<file path="config.mk">
export PLATFORM = sky130hd
export DESIGN_NAME = mult_stim_driver
export DESIGN_NICKNAME = d
export VERILOG_FILES = /design/src/rtl/mult_stim_driver.sv
export SDC_FILE = /design/constraint.sdc
export NUM_CORES = 1
export LEC_CHECK = 0
export ABC_AREA = 1
export BUFFER_PORTS_ARGS = -buffer_cell sky130_fd_sc_hd__buf_2
export CORE_MARGIN = 4
export CORE_UTILIZATION = 45
export CTS_BUF_LIST = sky130_fd_sc_hd__clkbuf_2
export DETAILED_ROUTE_END_ITERATION = 10
export PLACE_DENSITY = 0.67
export SYNTH_ARGS = -nofsm -noshare
export SYNTH_HDL_FRONTEND = slang
export SYNTH_SLANG_ARGS = --single-unit
export TNS_END_PERCENT = 50
</file>
<file path="constraint.sdc">
create_clock -name clk -period 5.9 [get_ports clk]
set_clock_uncertainty 0.05 [all_clocks]
set_input_delay 1.18 -clock clk [delete_from_list [all_inputs] [get_ports clk]]
set_output_delay 1.18 -clock clk [all_outputs]
set_load 0.005 [all_outputs]
</file>
<file path="src/rtl/mult_stim_driver.sv">
// mult_stim_driver: FIFO-buffered start/done stimulus driver for the shift-add multiplier.
// Optional MULT_DRV_CHECK_EN registers op1*op2 at dispatch and flags mismatching products.
module mult_stim_driver #(
    parameter int WIDTH   = 8,
    parameter int DEPTH   = 4,
    parameter int TIMEOUT = 64
) (
    input  logic               clk,
    input  logic               reset,
    input  logic               req_valid,
    output logic               req_ready,
    input  logic [WIDTH-1:0]   req_op1,
    input  logic [WIDTH-1:0]   req_op2,
    input  logic               mult_ready,
    output logic               mult_start,
    output logic [WIDTH-1:0]   mult_multiplicand,
    output logic [WIDTH-1:0]   mult_multiplier,
    input  logic               mult_done,
    input  logic [2*WIDTH-1:0] mult_product,
    output logic               rsp_valid,
    input  logic               rsp_ready,
    output logic [2*WIDTH-1:0] rsp_product,
    output logic               rsp_timeout,
    output logic               rsp_mismatch,
    output logic [15:0]        txn_count
);
    localparam int AW = $clog2(DEPTH);
    localparam int CW = $clog2(TIMEOUT);

    typedef enum logic [1:0] {IDLE, START, WAIT, RESP} state_t;

    state_t             state_q, state_d;
    logic [WIDTH-1:0]   fifo1_q [DEPTH];
    logic [WIDTH-1:0]   fifo2_q [DEPTH];
    logic [AW-1:0]      wr_q, rd_q;
    logic [AW:0]        cnt_q;
    logic [WIDTH-1:0]   op1_q, op2_q;
    logic [CW-1:0]      tmr_q;
    logic [2*WIDTH-1:0] prod_q;
    logic               tmo_q;
    logic [15:0]        txn_q;
    logic               push, pop, tmr_end;

    // Held low during reset so nothing is accepted until it deasserts.
    assign req_ready         = !reset && cnt_q != (AW+1)'(DEPTH);
    assign push              = req_valid && req_ready;
    assign tmr_end           = tmr_q == CW'(TIMEOUT - 1);
    assign mult_multiplicand = op1_q;
    assign mult_multiplier   = op2_q;
    assign rsp_product       = prod_q;
    assign rsp_timeout       = tmo_q;
    assign txn_count         = txn_q;

    always_comb begin
        state_d    = state_q;
        pop        = 1'b0;
        mult_start = 1'b0;
        rsp_valid  = 1'b0;
        case (state_q)
            IDLE: if (cnt_q != '0 && mult_ready) begin
                pop     = 1'b1;
                state_d = START;
            end
            START: begin
                mult_start = 1'b1;
                state_d    = WAIT;
            end
            WAIT: if (mult_done || tmr_end) state_d = RESP;
            RESP: begin
                rsp_valid = 1'b1;
                if (rsp_ready) state_d = IDLE;
            end
            default: state_d = IDLE;
        endcase
    end

    always_ff @(posedge clk) begin
        if (push) begin
            fifo1_q[wr_q] <= req_op1;
            fifo2_q[wr_q] <= req_op2;
        end
    end

    always_ff @(posedge clk or posedge reset) begin
        if (reset) begin
            state_q <= IDLE;
            wr_q    <= '0;
            rd_q    <= '0;
            cnt_q   <= '0;
            op1_q   <= '0;
            op2_q   <= '0;
            tmr_q   <= '0;
            prod_q  <= '0;
            tmo_q   <= 1'b0;
            txn_q   <= '0;
        end else begin
            state_q <= state_d;
            if (push) wr_q <= wr_q + AW'(1);
            if (pop) begin
                rd_q  <= rd_q + AW'(1);
                op1_q <= fifo1_q[rd_q];
                op2_q <= fifo2_q[rd_q];
            end
            cnt_q <= cnt_q + (AW+1)'(push) - (AW+1)'(pop);
            if (state_q == START) tmr_q <= '0;
            else if (state_q == WAIT) tmr_q <= tmr_q + CW'(1);
            // Done takes priority over a timeout landing in the same cycle.
            if (state_q == WAIT && mult_done) begin
                prod_q <= mult_product;
                tmo_q  <= 1'b0;
            end else if (state_q == WAIT && tmr_end) begin
                prod_q <= '0;
                tmo_q  <= 1'b1;
            end
            if (state_q == RESP && rsp_ready) txn_q <= txn_q + 16'd1;
        end
    end

`ifdef MULT_DRV_CHECK_EN
    logic [2*WIDTH-1:0] exp_q;

    always_ff @(posedge clk or posedge reset) begin
        if (reset) exp_q <= '0;
        else if (pop) exp_q <= (2*WIDTH)'(fifo1_q[rd_q]) * (2*WIDTH)'(fifo2_q[rd_q]);
    end

    assign rsp_mismatch = rsp_valid && !tmo_q && prod_q != exp_q;
`else
    assign rsp_mismatch = 1'b0;
`endif
endmodule

</file>
# Word level (Yosys, flattened, before mapping)
# Memory sizes are Yosys's and may differ from the RTL's. A register that Yosys moved wholly into a read port is not among the register bits.
# Index checks and enable logic that the tools add are counted.
[classes]
n_addsub = 6
n_eq_ne = 8
mux = 16
reduce_logical = 13
[ops]
columns = ["operator", "count"]
rows = [
  ["$mux 16", 2],
  ["$add 16x1->16 const B", 1],
  ["$mux 6", 2],
  ["$mux 1", 8],
  ["$pmux 2 s4", 1],
  ["$add 6x1->6 const B", 1],
  ["$eq 6x6->1 const B", 1],
  ["$logic_and 1x1->1", 6],
  ["$mux 2", 3],
  ["$ne 2x2->1 const B", 3],
  ["$add 2x1->2 const B", 2],
  ["$eq 2x2->1 const B", 2],
  ["$reduce_bool 2->1", 2],
  ["$add 3x1->3", 1],
  ["$ne 3x3->1 const B", 1],
  ["$reduce_and 3->1", 1],
  ["$reduce_bool 3->1", 1],
  ["$sub 3x1->3", 1],
  ["$eq 2x1->1 const B", 1],
  ["$logic_not 2->1", 1],
  ["$logic_not 1->1", 1],
  ["$logic_or 1x1->1", 1],
]
[word_totals]
regBits = 48
mem_bits_rw = 64
input_bits = 38
out_inout_bits = 53
wordCells = 53
memories = 2
[mem_list]
columns = ["memory", "depth", "word_bits", "rd", "rd_clocked_by_memory_dff", "write_ports", "line_no", "rtl"]
rows = [
  ["fifo1_q", 4, 8, 1, 1, 1, "33", "logic [WIDTH-1:0] fifo1_q [DEPTH];"],
  ["fifo2_q", 4, 8, 1, 1, 1, "34", "logic [WIDTH-1:0] fifo2_q [DEPTH];"],
]

# Longest topological paths before layout
[depth]
depth_word = 5
ltp_mapped = 11
depth_no_buf = 10

# Worst setup path before layout
# No wires, ideal clock.
[synth_timing]
kind = "input-to-reg"
start = "in reset"
end = "reg cnt_q[2]"
setup_time_ns = 0.079
arrival_time_ns = 4.220
path_slack_ns = 1.551
cell_stages = 8
n_path_buf = 0
cell_sequence = "inv_1 nand3_2 ha_1 inv_1 ha_1 fa_1 xnor2_1 xor2_1"
[synth_via]
elab_chain_len = 5
[synth_lines]
columns = ["element", "line_no", "rtl"]
rows = [
  ["start, declared", "9", "input logic reset,"],
  ["$logic_not 1->1 (no line)", "n/a", ""],
  ["$logic_and 1x1->1", "45", "assign req_ready = !reset && cnt_q != (AW+1)'(DEPTH);"],
  ["$logic_and 1x1->1", "46", "assign push = req_valid && req_ready;"],
  ["$add 3x1->3", "104", "cnt_q <= cnt_q + (AW+1)'(push) - (AW+1)'(pop);"],
  ["$sub 3x1->3", "104", ""],
  ["end signal, assigned", "104", ""],
  ["end, declared", "36", "logic [AW:0] cnt_q;"],
]
# No other way between the ends.
# A chain may end at the register's enable or synchronous reset.

# Final worst setup path
[layout_timing]
start = "reg state_q[1]"
end = "out mult_start"
[layout_via]
elab_chain_len = 2
[layout_lines]
columns = ["element", "line_no", "rtl"]
rows = [
  ["start, declared", "32", "state_t state_q, state_d;"],
  ["start signal, assigned", "97", "state_q <= state_d;"],
  ["$eq 2x1->1", "59", "case (state_q)"],
  ["$mux 1", "59", ""],
  ["end, declared", "15", "output logic mult_start,"],
]
# No other way between the ends.

==> run_results.csv <==
group,metric,value,unit
die,die_area,13900,µm²
sta,slew_headroom,0.448,
power,leakage,0.00286,µW
layout,drive_gt1_frac,0.269,
detailed_routing,top_layer,"met4",
synthesis,synth_compound_area_frac,0.0616,
setup_path,slowest_stage,"dfrtp_1",
die,die_w,118,µm
sta,slew_viol_final,0,
placed_design,hpwlAfterDp,7280,µm
synthesis,synthArstFlopShare,0.500,
detailed_routing,firstDrtPassIters,4,
power,p_per_area,434,nW/µm²
detailed_routing,wl_met1,4810,µm
synthesis,seq_area_frac_synth,0.647,
detailed_routing,vias,3750,
global_routing,grt_max_degree,65,
die,die_h,118,µm
layout,final_area,6250,µm²
setup_path,reg2reg_depth,10,
status,status,"completed",
synthesis,synth_xor_area_frac,0.0209,
layout,final_util,0.538,
setup_path,rrSetupSlack,3.27,ns
sta,worst_pin_slew,0.828,ns
die,std_cell_rows,39,
setup_path,reg2reg_to,"cnt_q[2]",
die,start_util,0.469,
sta,finalHoldViolCount,0,
setup_path,crit_buf_inv,2,
placed_design,dpl.cell_count,714,
detailed_routing,ant_nets,0,
clock_tree,cts_setup_buffers,0,
placed_design,port_buffers,89,
synthesis,synth.distinct_cells,39,
setup_path,path_class,"register to output pin",
sta,grt_setup_unrepaired,"false",
layout,finalNetCount,641,
layout,syn_to_final_growth,14.8,%
clock_tree,cts_resized,0,
clock_tree,cts_made_buffers,17,
sta,period_needed,2.80,ns
synthesis,synth_nets,541,
clock_tree,cts_tree,"built",
global_routing,track_usage,0.163,
global_routing,grt_overflow,0,
setup_path,cpLargestDelayFamily,"flip-flops",
clock_tree,cts.clk_slew.worst_paths,0.18,ns
synthesis,synth_top_family_by_area,"simple AND/OR/NAND/NOR gates",
worst_hold_path,whs_path_depth,2,
detailed_routing,route.detailed.drc,0,
die,ios,91,
setup_path,crit_required,4.67,ns
global_routing,antenna_found_initial,1,
synthesis,synth_cells,490,
detailed_routing,via_per_inst,5.02,
layout,nFillCells,1049,
setup_path,path_cells,"inv_1 > ha_1 > buf_2",
run,drv_cap,0,
sta,tns,0,ns
synthesis,synthMuxAreaShare,0.00391,
setup_path,crit_fanout,4,
detailed_routing,dr_wl_met3,486,µm
setup_path,critical_path.max_stage_delay,0.45,ns
synthesis,netlist_area,5450,µm²
setup_path,cp.arrival,1.57,ns
detailed_routing,wl_met2,5390,µm
placed_design,place_congestion,0.724,
worst_hold_path,holdCritPathClass,"register to register",
detailed_routing,drt_wl_total,10900,µm
clock_tree,cts.sinks,128,
worst_hold_path,whs_endpoint,"mult_multiplier[2]",
worst_hold_path,hold_start,"mult_multiplier[2]",
synthesis,synthAdderAreaFrac,0.0312,
power,vdd_drop_max,0.163,mV
sta,min_period_over_period,0.475,
synthesis,avgSynthCellArea,11.1,µm²
global_routing,grt_pass1_wl,18000,µm
layout,instances_no_fill,747,
synthesis,synth-edff-count,64,
clock_tree,cts_max_path_buffers,2,
setup_path,startpoint_type,"register",
synthesis,synthFlopType,"edfxtp_1",
synthesis,ys_ff_latch,128,
setup_path,endpoint_kind,"output pin",
global_routing,grt_pass1_vias,3768,
sta,fmax,357,MHz
placed_design,place_area,6020,µm²
sta,setup_viol,0,
detailed_routing,wire_per_inst,14.6,µm
clock_tree,h-tree-depth,4,
synthesis,synthSimpleGateAreaFrac,0.191,
synthesis,synth-warning-count,0,
clock_tree,root_buffer,"clkbuf_2",
clock_tree,clkLatencyLatePin,0.69,ns
die,core_area,11600,µm²
setup_path,r2r_start,"state_q[0]",
detailed_routing,drtIter0Drc,172,
clock_tree,hold_buffers,0,
synthesized netlist by cell type, types with 5 or more instances:
library cell  instances  share of area
o22ai_1              16          0.018
buf_2                 9         0.0083
nand3_2              14          0.026
nor2_1               48          0.033
ha_1                 12          0.028
edfxtp_1             64           0.35
o21ai_1              31          0.028
dfrtp_1              64           0.29
inv_2                 5         0.0034
o21ai_0               7         0.0064
xor2_1                6         0.0096
xnor2_1               7          0.011
nand4_1               9          0.010
nand3_1              11          0.010
nand2_1             125          0.086
inv_1                29          0.020
worst register-to-register path: stages, from the launching register on:
cell and delay (ns):
dfrtp_1 0.43, inv_1 0.08, ha_1 0.24, nand3_4 0.26
clkinv_4 0.23, ha_1 0.34, inv_1 0.04, ha_1 0.18
fa_1 0.38, xnor2_1 0.21, xor2_1 0.16
worst max-delay path by stage:
stage	from	to	slack, ns	cells after the start
final	state_q[1]	mult_start	3.10	3
after global routing	state_q[1]	rsp_valid	2.94	2
after CTS	state_q[1]	mult_start	3.02	3
after detailed placement	mult_ready	cnt_q[2]	2.66	9
after floorplan	reset	cnt_q[2]	1.55	8
after global placement	mult_ready	cnt_q[2]	2.74	9
layout make-up:
| class | instances | area, µm² | area share |
|---|---|---|---|
| Sequential cell | 128 | 3520 | 0.564 |
| Multi-Input combinational cell | 312 | 1680 | 0.269 |
| Timing Repair Buffer | 95 | 490 | 0.0784 |
| Tap cell | 143 | 179 | 0.0286 |
| Clock inverter | 14 | 143 | 0.0228 |
| Inverter | 36 | 140 | 0.0224 |
| Clock buffer | 18 | 90.1 | 0.0144 |
| Antenna cell | 1 | 2.50 | 0.000400 |
where the power goes:
group / leakage, µW / switching [µW] / internal (µW)
clock: 0.000142 / 320 / 195
combinational: 0.00134 / 541 / 363
sequential: 0.00139 / 144 / 1150
total: 0.00286 / 1000 / 1710
sequential cells by signal, indices dropped and copies added (netlist names):
register / flops
cnt_q: 3
fifo1_q: 32
fifo2_q: 32
mult_multiplicand: 8
mult_multiplier: 8
rd_q: 2
rsp_product: 16
rsp_timeout: 1
state_q: 2
tmr_q: 6
txn_count: 16
wr_q: 2
through the flow:
step	setup WS (ns)	total power (µW)	hold WS (ns)
2_1_floorplan	1.55	1930	0.422
3_3_place_gp	2.74	2190	0.413
3_5_place_dp	2.66	2240	0.411
4_1_cts	3.02	2750	0.453
5_1_grt	2.94	2930	0.482
6_report	3.10	2710	0.450
layer usage:
layer	GRT usage	up-vias
li1	-	1849
met1	0.195	1805
met2	0.267	77
met3	0.0519	19
met4	0.0828	0
met5	0	-
cells by family after synthesis:
| kind of cell | count (synthesis) |
|---|---|
| xor+xnor | 13 |
| simple gates | 223 |
| mux | 2 |
| compound gates | 60 |
| fa+ha+maj | 13 |
| buf+inv | 50 |
| flops | 128 |
| other cells | 1 |
cell usage in the layout, fill, tap and decap left out, types with 5 or more instances in the layout:
cell	instances
inv_2	6
o21ai_0	7
o22ai_1	16
buf_4	6
clkinv_4	5
buf_2	89
nand3_2	14
edfxtp_1	64
nand2_1	125
xor2_1	6
clkbuf_2	18
nand3_1	11
o21ai_1	31
inv_1	28
xnor2_1	7
nor2_1	48
dfrtp_1	64
nand4_1	9
ha_1	12
Note: power is estimated with default switching activity, not from simulation.
